### src/rtl/reg_watch_pkg.sv
// rtl/reg_watch_pkg.sv - state and status encodings shared by the register-watch monitor
package reg_watch_pkg;

  typedef enum logic [2:0] {
    S_IDLE    = 3'd0,
    S_RUN     = 3'd1,
    S_PASS    = 3'd2,
    S_FAIL    = 3'd3,
    S_TIMEOUT = 3'd4
  } state_e;

  localparam logic [1:0] ST_RUN     = 2'd0;
  localparam logic [1:0] ST_PASS    = 2'd1;
  localparam logic [1:0] ST_FAIL    = 2'd2;
  localparam logic [1:0] ST_TIMEOUT = 2'd3;

  function automatic logic [1:0] status_of(state_e s);
    case (s)
      S_PASS:    return ST_PASS;
      S_FAIL:    return ST_FAIL;
      S_TIMEOUT: return ST_TIMEOUT;
      default:   return ST_RUN;
    endcase
  endfunction

  function automatic logic is_terminal(state_e s);
    return (s == S_PASS) || (s == S_FAIL) || (s == S_TIMEOUT);
  endfunction

endpackage

### src/rtl/reg_watch_if.sv
// rtl/reg_watch_if.sv - register-file writeback tap and retire strobe
interface reg_watch_if #(
  parameter int XLEN = 32
);
  logic            wb_en;
  logic [4:0]      wb_addr;
  logic [XLEN-1:0] wb_data;
  logic            retire;

  modport master (output wb_en, wb_addr, wb_data, retire);
  modport slave  (input  wb_en, wb_addr, wb_data, retire);
endinterface

### src/rtl/sat_counter.sv
// rtl/sat_counter.sv - up-counter that holds at all-ones instead of wrapping
module sat_counter #(
  parameter int CNT_W = 32
) (
  input  logic             clk,
  input  logic             rst,
  input  logic             en,
  input  logic             clr,
  output logic [CNT_W-1:0] cnt
);
  logic [CNT_W-1:0] cnt_q, cnt_d;

  always_comb begin
    cnt_d = cnt_q;
    if (clr) begin
      cnt_d = '0;
    end else if (en && (cnt_q != '1)) begin
      cnt_d = cnt_q + CNT_W'(1);
    end
  end

  always_ff @(posedge clk) begin
    if (rst) begin
      cnt_q <= '0;
    end else begin
      cnt_q <= cnt_d;
    end
  end

  assign cnt = cnt_q;
endmodule

### src/rtl/reg_watch_monitor.sv
// rtl/reg_watch_monitor.sv - register shadows, run counters and PASS/FAIL/TIMEOUT decision
// Define REG_WATCH_DISPLAY_EN to compile in simulation-only trace messages.
module reg_watch_monitor
  import reg_watch_pkg::*;
#(
  parameter int XLEN        = 32,
  parameter int NUM_CH      = 3,
  parameter int WATCH_BASE  = 27,
  parameter int END_REG     = 26,
  parameter int PASS_REG    = 27,
  parameter int TIMEOUT_CYC = 65536,
  parameter int CNT_W       = 32
) (
  input  logic                   clk,
  input  logic                   rst,
  reg_watch_if.slave             wb,
  output logic [NUM_CH*XLEN-1:0] ch_value,
  output logic [NUM_CH-1:0]      ch_changed,
  output logic [1:0]             status,
  output logic                   done,
  output logic [CNT_W-1:0]       cycle_cnt,
  output logic [CNT_W-1:0]       retire_cnt
);
  state_e     state_q, state_d;
  logic       pass_q;
  logic [1:0] status_q;
  logic       done_q;
  logic       wr_valid, end_wr, timeout_hit;
  logic       cyc_en, ret_en, cnt_clr;

  // x0 is hard-wired zero, so writes to it never count as anything
  assign wr_valid    = wb.wb_en && (wb.wb_addr != 5'd0);
  assign end_wr      = wr_valid && (wb.wb_addr == 5'(END_REG)) && (wb.wb_data == XLEN'(1));
  assign timeout_hit = (cycle_cnt == CNT_W'(TIMEOUT_CYC - 1));

  always_comb begin
    state_d = state_q;
    cyc_en  = 1'b0;
    ret_en  = 1'b0;
    cnt_clr = 1'b0;
    case (state_q)
      S_IDLE: begin
        if (wb.retire) state_d = S_RUN;
      end
      S_RUN: begin
        if (end_wr) begin
          state_d = pass_q ? S_PASS : S_FAIL;
        end else if (timeout_hit) begin
          state_d = S_TIMEOUT;
        end
      end
      default: state_d = state_q;
    endcase
    // counters advance only on edges that land in RUN, so they freeze on the deciding edge
    cyc_en  = (state_q == S_RUN) && (state_d == S_RUN);
    ret_en  = wb.retire && (state_d == S_RUN);
    cnt_clr = (state_q == S_IDLE) && (state_d == S_IDLE);
  end

  always_ff @(posedge clk) begin
    if (rst) begin
      state_q  <= S_IDLE;
      pass_q   <= 1'b0;
      status_q <= ST_RUN;
      done_q   <= 1'b0;
    end else begin
      state_q  <= state_d;
      status_q <= status_of(state_d);
      done_q   <= is_terminal(state_d);
      if (wr_valid && (wb.wb_addr == 5'(PASS_REG))) begin
        pass_q <= (wb.wb_data == XLEN'(1));
      end
    end
  end

  sat_counter #(.CNT_W(CNT_W)) u_cycle_cnt (
    .clk (clk),
    .rst (rst),
    .en  (cyc_en),
    .clr (cnt_clr),
    .cnt (cycle_cnt)
  );

  sat_counter #(.CNT_W(CNT_W)) u_retire_cnt (
    .clk (clk),
    .rst (rst),
    .en  (ret_en),
    .clr (cnt_clr),
    .cnt (retire_cnt)
  );

  for (genvar i = 0; i < NUM_CH; i++) begin : g_ch
    logic            hit;
    logic [XLEN-1:0] sh_q;
    logic            chg_q;

    assign hit = wr_valid && (wb.wb_addr == 5'(WATCH_BASE + i));

    always_ff @(posedge clk) begin
      if (rst) begin
        sh_q  <= '0;
        chg_q <= 1'b0;
      end else begin
        chg_q <= hit && (wb.wb_data != sh_q);
        if (hit) sh_q <= wb.wb_data;
      end
    end

    assign ch_value[i*XLEN +: XLEN] = sh_q;
    assign ch_changed[i]            = chg_q;

`ifdef REG_WATCH_DISPLAY_EN
    always @(posedge clk) begin
      if (chg_q) $display("reg_watch: x%0d = 0x%0h at cycle %0d", WATCH_BASE + i, sh_q, cycle_cnt);
    end
`endif
  end

`ifdef REG_WATCH_DISPLAY_EN
  always @(posedge clk) begin
    if (!rst && (state_q == S_RUN) && (state_d != S_RUN)) begin
      $display("reg_watch: %s cycles=%0d retired=%0d", state_d.name(), cycle_cnt, retire_cnt);
    end
  end
`endif

  assign status = status_q;
  assign done   = done_q;
endmodule

### src/flat_wrapper.sv
// flat-port wrapper written by rule: the top's interface ports become plain ports
module reg_watch_monitor_flat import reg_watch_pkg::*;
#(
  parameter int XLEN        = 32,
  parameter int NUM_CH      = 3,
  parameter int WATCH_BASE  = 27,
  parameter int END_REG     = 26,
  parameter int PASS_REG    = 27,
  parameter int TIMEOUT_CYC = 65536,
  parameter int CNT_W       = 32
)
  (clk, rst, ch_value, ch_changed, status, done, cycle_cnt, retire_cnt, wb_wb_en, wb_wb_addr, wb_wb_data, wb_retire);
  reg_watch_if #(.XLEN(XLEN)) wb_i ();
  input  logic clk;
  input  logic rst;
  output logic [NUM_CH*XLEN-1:0] ch_value;
  output logic [NUM_CH-1:0] ch_changed;
  output logic [1:0] status;
  output logic done;
  output logic [CNT_W-1:0] cycle_cnt;
  output logic [CNT_W-1:0] retire_cnt;
  input wire logic [$bits(wb_i.wb_en)-1:0] wb_wb_en;
  input wire logic [$bits(wb_i.wb_addr)-1:0] wb_wb_addr;
  input wire logic [$bits(wb_i.wb_data)-1:0] wb_wb_data;
  input wire logic [$bits(wb_i.retire)-1:0] wb_retire;
  assign wb_i.wb_en = wb_wb_en;
  assign wb_i.wb_addr = wb_wb_addr;
  assign wb_i.wb_data = wb_wb_data;
  assign wb_i.retire = wb_retire;
  reg_watch_monitor #(.XLEN(XLEN), .NUM_CH(NUM_CH), .WATCH_BASE(WATCH_BASE), .END_REG(END_REG), .PASS_REG(PASS_REG), .TIMEOUT_CYC(TIMEOUT_CYC), .CNT_W(CNT_W)) u_core (.clk(clk), .rst(rst), .wb(wb_i), .ch_value(ch_value), .ch_changed(ch_changed), .status(status), .done(done), .cycle_cnt(cycle_cnt), .retire_cnt(retire_cnt));
endmodule
### config.mk
export PLATFORM = sky130hd
export DESIGN_NAME = reg_watch_monitor_flat
export DESIGN_NICKNAME = d
export VERILOG_FILES = /design/src/rtl/reg_watch_pkg.sv /design/src/rtl/reg_watch_if.sv /design/src/rtl/sat_counter.sv /design/src/rtl/reg_watch_monitor.sv /design/src/flat_wrapper.sv
export SDC_FILE = /design/constraint.sdc
export NUM_CORES = 1
export LEC_CHECK = 0
export ABC_AREA = 0
export CAP_MARGIN = 10
export CORE_MARGIN = 2
export CORE_UTILIZATION = 50
export DETAILED_ROUTE_END_ITERATION = 6
export MAX_ROUTING_LAYER = met4
export PLACE_DENSITY = 0.81
export SYNTH_ARGS = -nofsm -noshare
export SYNTH_HDL_FRONTEND = slang
export SYNTH_SLANG_ARGS = --single-unit
### constraint.sdc
create_clock -name clk -period 2.9 [get_ports clk]
set_input_delay 0.29 -clock clk [delete_from_list [all_inputs] [get_ports clk]]
set_output_delay 0.29 -clock clk [all_outputs]
set_load 0.02 [all_outputs]
Word-level counts from Yosys, hierarchy flattened

Index checks and enable logic that the tools add are counted.

Register bits: 170
Input bits: 41
Output and inout port bits: 166
Word-level logic and storage cells: 56

$add $sub $neg: 2
Equality and inequality tests: 16
Mux-type cells: 6
Reductions and logical operators: 20

Operator list:

| operator                                                           | count |
|---|---|
| 32-bit != test                                                     | 3 |
| 32-bit by 1-bit adder with 32-bit output (second input constant)   | 2 |
| 32-bit != test (second input constant)                             | 2 |
| 32-bit by 1-bit == test with 1-bit output (second input constant)  | 1 |
| 32-bit by 16-bit == test with 1-bit output (second input constant) | 1 |
| 5-bit == test (second input constant)                              | 4 |
| 1-bit logical AND                                                  | 14 |
| 3-bit two-way mux                                                  | 3 |
| 3-bit by 1-bit == test with 1-bit output (second input constant)   | 2 |
| 3-bit by 2-bit == test with 1-bit output (second input constant)   | 2 |
| 3-bit zero test                                                    | 2 |
| 2-bit one-hot mux with 3 select lines                              | 1 |
| 3-bit one-hot mux with 2 select lines                              | 1 |
| 5-bit nonzero test                                                 | 1 |
| 3-bit == test (second input constant)                              | 1 |
| 1-bit logical OR                                                   | 2 |
| 2-bit OR reduction                                                 | 1 |
| 1-bit two-way mux                                                  | 1 |

Longest topological paths before layout

Gate-level depths: netlist of the first run.

Depth in word-level cells: 9
Mapped depth: 9
Depth with buffers taken out: 7

Hierarchy

Synthesis of the first run repeated with hierarchy kept, for this count alone.

Cells, all modules: 1051
Area, all modules: 8328.0 sq um

Modules (own cells, without submodules):

| module            | times used | cells an instance | area each (sq um) | sequential area each (sq um) |
|---|---|---|---|---|
| reg_watch_monitor | 1          | 655               | 5087.4            | 2122.0 |
| sat_counter       | 2          | 198               | 1620.3            | 640.6 |

Worst setup path after synthesis of the first run

Ideal clock, no wire load.

Path type: reg-to-reg
Start: reg u_core.u_cycle_cnt.cnt_q[1], in the netlist u_core.u_cycle_cnt.cnt[1]
End: reg u_core.u_cycle_cnt.cnt_q[25], in the netlist u_core.u_cycle_cnt.cnt[25]
Library setup time: 0.137 ns
Arrival time: 2.454 ns
Required time: 2.763 ns
Path slack: 0.308 ns
Stages on the path, launching flop included: 9
Buffers on the path: 1
Period minus slack after synthesis: 2.592 ns
Cell sequence: dfxtp_1 > ha_1 > nand2_1 > or4_4 > or4_4 > nand3_2 > clkbuf_1 > or3_1 > a21oi_2

Longest elaborated chain between the ends: 7
Elaborated cells between the ends (all ways): 12
Classes of those cells: 1 x add/sub; 3 x eq/ne; 3 x mux; 5 x reduce/logical

Ends and longest elaborated chain:

| what                                                                               | RTL line                                         | source |
|---|---|---|
| from (decl)                                                                        | sat_counter.sv:11                                | `logic [CNT_W-1:0] cnt_q, cnt_d;` |
| from (signal assigned)                                                             | sat_counter.sv:26                                | `cnt_q <= cnt_d;` |
| 32-bit by 16-bit == test with 1-bit output                                         | reg_watch_monitor.sv:34                          | `assign timeout_hit = (cycle_cnt == CNT_W'(TIMEOUT_CYC - 1));` |
| 3-bit two-way mux                                                                  | reg_watch_monitor.sv:48                          | `end else if (timeout_hit) begin` |
| 3-bit two-way mux                                                                  | reg_watch_monitor.sv:46                          | `if (end_wr) begin` |
| 3-bit one-hot mux with 2 select lines                                              | reg_watch_monitor.sv:41                          | `case (state_q)` |
| 3-bit by 1-bit == test with 1-bit output / 3-bit zero test (equally long branches) | reg_watch_monitor.sv:55, reg_watch_monitor.sv:57 |  |
| 1-bit logical AND (on tied branches)                                               | reg_watch_monitor.sv:55, reg_watch_monitor.sv:57 |  |
| 1-bit logical AND / 2-bit OR reduction (equally long branches)                     | --                                               |  |

Several ways; a longest one is shown, not always the timed one.
A chain may end at the register's enable or synchronous reset.

Final worst setup path of the first run

Start: in wb_wb_data[11]
End: reg u_core.u_retire_cnt.cnt_q[14], in the netlist u_core.u_retire_cnt.cnt[14]

Longest elaborated chain between the ends: 7
Elaborated cells between the ends (all ways): 10
Classes of those cells: 2 x eq/ne; 2 x mux; 6 x reduce/logical

Ends and longest elaborated chain:

| what                                                                               | RTL line                                         | source |
|---|---|---|
| from (decl)                                                                        | flat_wrapper.sv:24                               | `input wire logic [$bits(wb_i.wb_data)-1:0] wb_wb_data;` |
| 32-bit by 1-bit == test with 1-bit output *                                        | reg_watch_monitor.sv:33                          | `assign end_wr = wr_valid && (wb.wb_addr == 5'(END_REG)) && (wb.wb_data == XLEN'(1));` |
| 1-bit logical AND *                                                                | reg_watch_monitor.sv:33                          |  |
| 3-bit two-way mux *                                                                | reg_watch_monitor.sv:46                          |  |
| 3-bit one-hot mux with 2 select lines *                                            | reg_watch_monitor.sv:41                          |  |
| 3-bit by 1-bit == test with 1-bit output / 3-bit zero test (equally long branches) | reg_watch_monitor.sv:56, reg_watch_monitor.sv:57 |  |
| 1-bit logical AND (on tied branches)                                               | reg_watch_monitor.sv:56, reg_watch_monitor.sv:57 |  |
| 1-bit logical AND / 2-bit OR reduction (equally long branches)                     | --                                               |  |
| to (signal assigned)                                                               | sat_counter.sv:26                                |  |
| to (decl)                                                                          | sat_counter.sv:11                                |  |

Every way passes the cells marked *; elsewhere a longest branch is shown, timed or not.

==> results.toml, run 1 <==
[synth]
syn_inst = 1062
synth_top_area_share_pct = 40.0
async_flop_share_pct = 0
synth_nets = 1105
ys_top_cells_by_area = "dfxtp_1 40%, xnor2_1 11%, nand2_1 10%"
synth-edff-count = 0
ys_ff_latch = 170
yosysUniqueCellTypes = 63
syn-cell-area_um2 = 8510
yosysMostFrequentCell = "nand2_1"
ys_seq_area_share_pct = 40.0
synth_ff_type = "dfxtp_1"
synth.avg_cell_area_um2 = 8.01
yosysTopAreaCell = "dfxtp_1"
yosys_warnings = 0
synth_common_cells = "234 x nand2_1, 170 x dfxtp_1, 132 x a21oi_1"

[sta]
slew_headroom_pct = 34.6
fin_skew_ns = 0.0104
worstMarginPinSlew_ns = 0.981
tns_ns = 0
drv_slew = 0
post-route-period-util_pct = 98.2
hold_ws_ns = 0.169
grt_setup_unrepaired = "false"
fmax_mhz = 351
hold_viol_final = 0
setup_viol = 0
post-route-min-period_ns = 2.85
fin_ws_ns = 0.0534

[floorplanning]
fp.dieW_um = 134
core_area_um2 = 16600
row_count = 47
die_h_um = 134
dieArea_um2 = 18100
ioPinCount = 207
initial_utilization_pct = 51.3

[grt]
antenna_found_initial = 0
grt_use_total_pct = 29.4
grt_max_degree = 93
grt_pass1_wl_um = 40900
grt.busiest_layer = "met2"
grt_pass1_vias = 7823
grt_remaining_overflow = 0
grt_use_met3_pct = 5.71
use_met2_pct = 48.2
grt_use_met1_pct = 36.9

[place]
pre_cts_ws_ns = -0.226
io_buffers = 206
gp_congestion = 0.869
hpwl_um = 18800
dpl.cell_count = 1452

[layout]
nNetsFinal = 1294
fillers = 1355
final_cells = 1483
layout-drive-gt1-share_pct = 10.9
insertedDiodeCount = 0
syn_to_final_growth_pct = 34.2

[detailed_routing]
wl_per_cell_um = 17.6
ant_nets = 0
via_count = 8472
vias_per_cell = 5.71
wirelength_um = 26100
drc = 0
drt_iter0_markers = 728
drt_first_pass_iters = 5

[setup_path]
crit_family = "simple AND/OR/NAND/NOR gates"
cp_cell_sequence = "clkdlybuf4s50_1 -> nor4_1 -> and4_4 -> nand3_2 -> a221o_1 -> buf_12 -> buf_4 -> or3_1 -> a21oi_1"
critical_path_class = "input port to flop"
r2r_end = "u_core.u_cycle_cnt.cnt[30]"
r2r_slack_ns = 0.16
reg2reg_from = "u_core.u_cycle_cnt.cnt[0]"
end_kind = "flop"
critPathMaxFanout = 50
ff2ff_path_depth = 8
cp_slowest_cell = "nor4_1"
start_kind = "input port"
critical_path_required_ns = 3.25
critPathMaxStageDelay_ns = 0.65
cp_data_arrival_time_ns = 3.20
path_buf_inv = 3

[power]
combPwrFrac_pct = 8.7
ir_worst_vdd_mv = 0.448
p_leak_uw = 0.00353
seq_power_share_pct = 46.6
power_switching_uw = 1220
p_per_area_nw_per_um2 = 444
p_clk_share_pct = 44.7
internal-power_uw = 3850
switching_share_pct = 24.1

[clock_tree]
htree_levels = 4
tritoncts = "done"
clk-insertion-delay-late_ns = 0.43
clock_path_buffers = 2
path_clk_slew_ns = 0.06
numCtsBuffers = 17
post_cts_buffers = 0
cts-root-buf = "clkbuf_16"
clock-sinks = 170
cts-resized-gates = 0
cts_hold_buf = 0

[worst_hold_path]
min_from = "rst"
holdPathStages = 2
hp-class = "input port to flop"
hold_end = "u_core.state_q[0]"

[status]
outcome = "finished clean"

[flow_run]
maxCapViolations = 0
[how the worst max path moves through the flow]
stage / start / end / cells past startpoint
global route: u_core.u_cycle_cnt.cnt[1] / u_core.u_cycle_cnt.cnt[14] / 8
finish: wb_wb_data[11] / u_core.u_retire_cnt.cnt[14] / 9
detailed placement: wb_wb_data[11] / u_core.u_retire_cnt.cnt[6] / 8
global placement: wb_wb_data[11] / u_core.u_retire_cnt.cnt[26] / 8
CTS: u_core.u_cycle_cnt.cnt[0] / u_core.u_cycle_cnt.cnt[30] / 8
floorplan: u_core.u_cycle_cnt.cnt[1] / u_core.u_cycle_cnt.cnt[25] / 8
[area by class of cell]
type	count	area, µm²	share of cell area (%)
multi-input combinational	794	4630	40.5
inverter	4	15.0	0.131
sequential	170	3400	29.8
timing repair buffer	264	2520	22.1
clock inverter	10	119	1.04
clock buffer	21	460	4.03
tap	220	275	2.41
[cells in the final DEF (no fill, tap or decap), types with 12 or more instances in the layout]
cell type / n
a21oi_1: 132
a21oi_2: 17
and3_1: 12
buf_4: 57
clkbuf_16: 17
clkdlybuf4s50_1: 205
dfxtp_1: 170
nand2_1: 234
nand3_1: 34
nand4_1: 48
nor2_1: 21
nor4_1: 20
o21ai_0: 21
o31ai_1: 13
or3_1: 29
or4_1: 19
xnor2_1: 102
[cells by family (layout without fill, tap and decap cells)]
family	Yosys count	after routing	synth area share, %
muxes	3	3	0.353
adders and majority gates	2	2	0.294
and+or+nand+nor	471	471	28.2
xor gates and xnor gates	102	102	10.5
buffers and inverters	98	299	5.60
DFF	170	170	40.0
AOI/OAI and AO/OA	216	216	15.0
[state kept, by name (all words and copies together) (netlist names)]
name / flops
u_core.u_cycle_cnt.cnt: 32
u_core.pass_q: 1
u_core.g_ch.chg_q: 3
u_core.done: 1
u_core.u_retire_cnt.cnt: 32
u_core.status: 2
u_core.state_q: 3
u_core.g_ch.sh_q: 96
[metrics by stage]
stage	area, µm²	util [%]	total power [µW]
5_1_grt	11400	68.9	5210
3_3_place_gp	10800	65.4	2850
3_5_place_dp	10800	65.4	2850
6_report	11400	68.9	5070
2_1_floorplan	8510	-	2680
4_1_cts	11400	68.9	5080
[per-layer routing]
metal	up-vias	part of all wire, %	wire length [µm]
met5	-	0	0
met4	0	2.2	572
met3	40	8.0	2090
met2	354	49	12700
met1	3984	41	10800
li1	4094	-	-
[power by group through the flow]
stage	combinational [µW]	sequential (µW)	clock, µW
CTS	439	2360	2280
floorplan	249	2430	0
global route	471	2360	2370
finish	443	2360	2270
detailed placement	436	2420	0
global placement	433	2420	0
Note: power is estimated with default switching activity, not from simulation.
==> inputs of run 2 (changes only) <==
--- a/config.mk
+++ b/config.mk
@@ -11,7 +11,7 @@
 export CORE_UTILIZATION = 50
 export DETAILED_ROUTE_END_ITERATION = 6
 export MAX_ROUTING_LAYER = met4
-export PLACE_DENSITY = 0.81
+export PLACE_DENSITY_LB_ADDON = 0.08
 export SYNTH_ARGS = -nofsm -noshare
 export SYNTH_HDL_FRONTEND = slang
 export SYNTH_SLANG_ARGS = --single-unit
==> run 2 against run 1 <==
Die area is the same. Fmax is 5.3% higher. Total power up 2.1%. Wire length decreased by 0.77%. Design area increased by 0.71%. Hold slack gained 0.10 ns. Combinational power increased by 1%.
==> results.toml, run 2 (synthesis gave the netlist of run 1 again) <==
[status]
outcome = "finished clean"

[sta]
worstMarginPinSlew_ns = 0.997
setup_viol = 0
post-route-min-period_ns = 2.70
slew_headroom_pct = 33.5
fin_ws_ns = 0.197
drv_slew = 0
fmax_mhz = 370
grt_setup_unrepaired = "false"
post-route-period-util_pct = 93.2
hold_viol_final = 0
fin_skew_ns = 0.0106

[layout]
nNetsFinal = 1299
layout_common_cells = "234 x nand2_1, 205 x clkdlybuf4s50_1, 170 x dfxtp_1, 132 x a21oi_1, 102 x xnor2_1"
syn_to_final_growth_pct = 35.2
regMostFlops = "u_core.g_ch.sh_q"
insertedDiodeCount = 0
final_cells = 1489
layout-drive-gt1-share_pct = 11.3
fillers = 1421
layout_commonest_cell = "nand2_1"
largest_register_ffs = 96

[detailed_routing]
ant_nets = 0
wl_per_cell_um = 17.4
drc = 0
wirelength_um = 25900
drt_iter0_markers = 647
vias_per_cell = 5.63
drt_first_pass_iters = 5
via_count = 8379

[setup_path]
critPathMaxFanout = 25
critical_path_class = "flop to flop"
critPathMaxStageDelay_ns = 0.59
critical-path-top-cell-by-count = "or4_4"
end_kind = "flop"
r2r_end = "u_core.u_cycle_cnt.cnt[29]"
ff2ff_path_depth = 8
r2r_slack_ns = 0.20
start_kind = "flop"
critical_path_required_ns = 3.17
reg2reg_from = "u_core.u_cycle_cnt.cnt[0]"
cp_cell_sequence = "ha_1 -> nand2_1 -> or4_4 -> or4_4 -> nand3_2 -> buf_12 -> or3_1 -> a21oi_2"
cp_slowest_cell = "or4_4"
cp_data_arrival_time_ns = 2.98

[clock_tree]
clock_path_buffers = 2
post_cts_buffers = 0
clock-sinks = 170
path_clk_slew_ns = 0.07
numCtsBuffers = 17
htree_levels = 4
cts_hold_buf = 0
clk-insertion-delay-late_ns = 0.43
cts-root-buf = "clkbuf_16"
tritoncts = "done"
cts-resized-gates = 0

[floorplanning]
fp.dieW_um = 134
die_h_um = 134
dieArea_um2 = 18100
ioPinCount = 207
core_area_um2 = 16600
initial_utilization_pct = 51.3
row_count = 47

[grt]
grt_pass1_vias = 7767
grt_remaining_overflow = 0
grt_max_degree = 78
grt_pass1_wl_um = 40800
grt_use_total_pct = 29.4
antenna_found_initial = 0

[place]
dpl.cell_count = 1457
pre_cts_ws_ns = 0.000576
hpwl_um = 18500
gp_congestion = 0.865
io_buffers = 206

[power]
p_leak_uw = 0.00358
p_per_area_nw_per_um2 = 450
ir_worst_vdd_mv = 0.401

[worst_hold_path]
hold_end = "u_core.g_ch[0].sh_q[24]"
hp-class = "input port to flop"
holdPathStages = 2
min_from = "rst"

[flow_run]
maxCapViolations = 0
[run 2: cell types whose count changed in the layout (fill, tap and decap cells not counted), sizes merged]
cell | previous run | this run
bufinv | 2 | 3
buf | 59 | 64
inv | 5 | 7
clkbuf | 21 | 20
clkinvlp | 3 | 1
clkinv | 4 | 5
[run 2: worst max-delay path by stage]
stage / start / endpoint / slack [ns]
finish: u_core.u_cycle_cnt.cnt[0] / u_core.u_cycle_cnt.cnt[29] / 0.20
global route: u_core.u_cycle_cnt.cnt[1] / u_core.u_cycle_cnt.cnt[29] / 0.07
CTS: u_core.u_cycle_cnt.cnt[0] / u_core.u_cycle_cnt.cnt[29] / 0.19
detailed placement: wb_wb_data[11] / u_core.u_retire_cnt.cnt[20] / 0.0006
global placement: wb_wb_data[8] / u_core.u_retire_cnt.cnt[26] / -0.001
floorplan: u_core.u_cycle_cnt.cnt[1] / u_core.u_cycle_cnt.cnt[25] / 0.31
[run 2: through the flow]
stage	hold slack, ns	setup TNS (ns)	total power (µW)	util [%]	instance area (µm²)
2_1_floorplan	0.437	0	2680	-	8510
3_3_place_gp	0.456	-0.00113	2860	65.7	10900
3_5_place_dp	0.465	0	2860	65.7	10900
6_report	0.269	0	5180	69.4	11500
5_1_grt	0.276	0	5330	69.4	11500
4_1_cts	0.255	0	5210	69.4	11500
[run 2: cell type report]
type / instances / area, µm² / area share [%]
multi-input cells: 794 / 4630 / 40.2
flip-flops and latches: 170 / 3400 / 29.6
repair buffers: 269 / 2570 / 22.3
clock buffers: 20 / 447 / 3.88
well taps: 220 / 275 / 2.39
clock inverters: 12 / 164 / 1.42
inverters: 4 / 15.0 / 0.131
[run 2: worst max-delay path: cells and delay by family, from the launching register on]
kind	cells	cell delay, ns
AO/OA/AOI/OAI	1	0.06
AND/OR/NAND/NOR	5	1.63
adder cells (fa/ha/maj)	1	0.25
flip-flops	1	0.40
buffers and inverters	1	0.21
[run 2: report_power, final]
part	switching (µW)	leakage (µW)	internal (µW)	total, µW
clock network	979	0.000296	1390	2370
registers	15.1	0.00137	2350	2360
logic	252	0.00192	196	448
total	1250	0.00358	3930	5180
[run 2: routing by layer]
metal / GRT usage (%) / up-vias / routed length [µm]
met1: 37.1 / 3966 / 11000
met5: - / - / 0
met3: 5.63 / 32 / 1800
met4: 7.02 / 0 / 395
li1: - / 4118 / -
met2: 48.7 / 263 / 12700
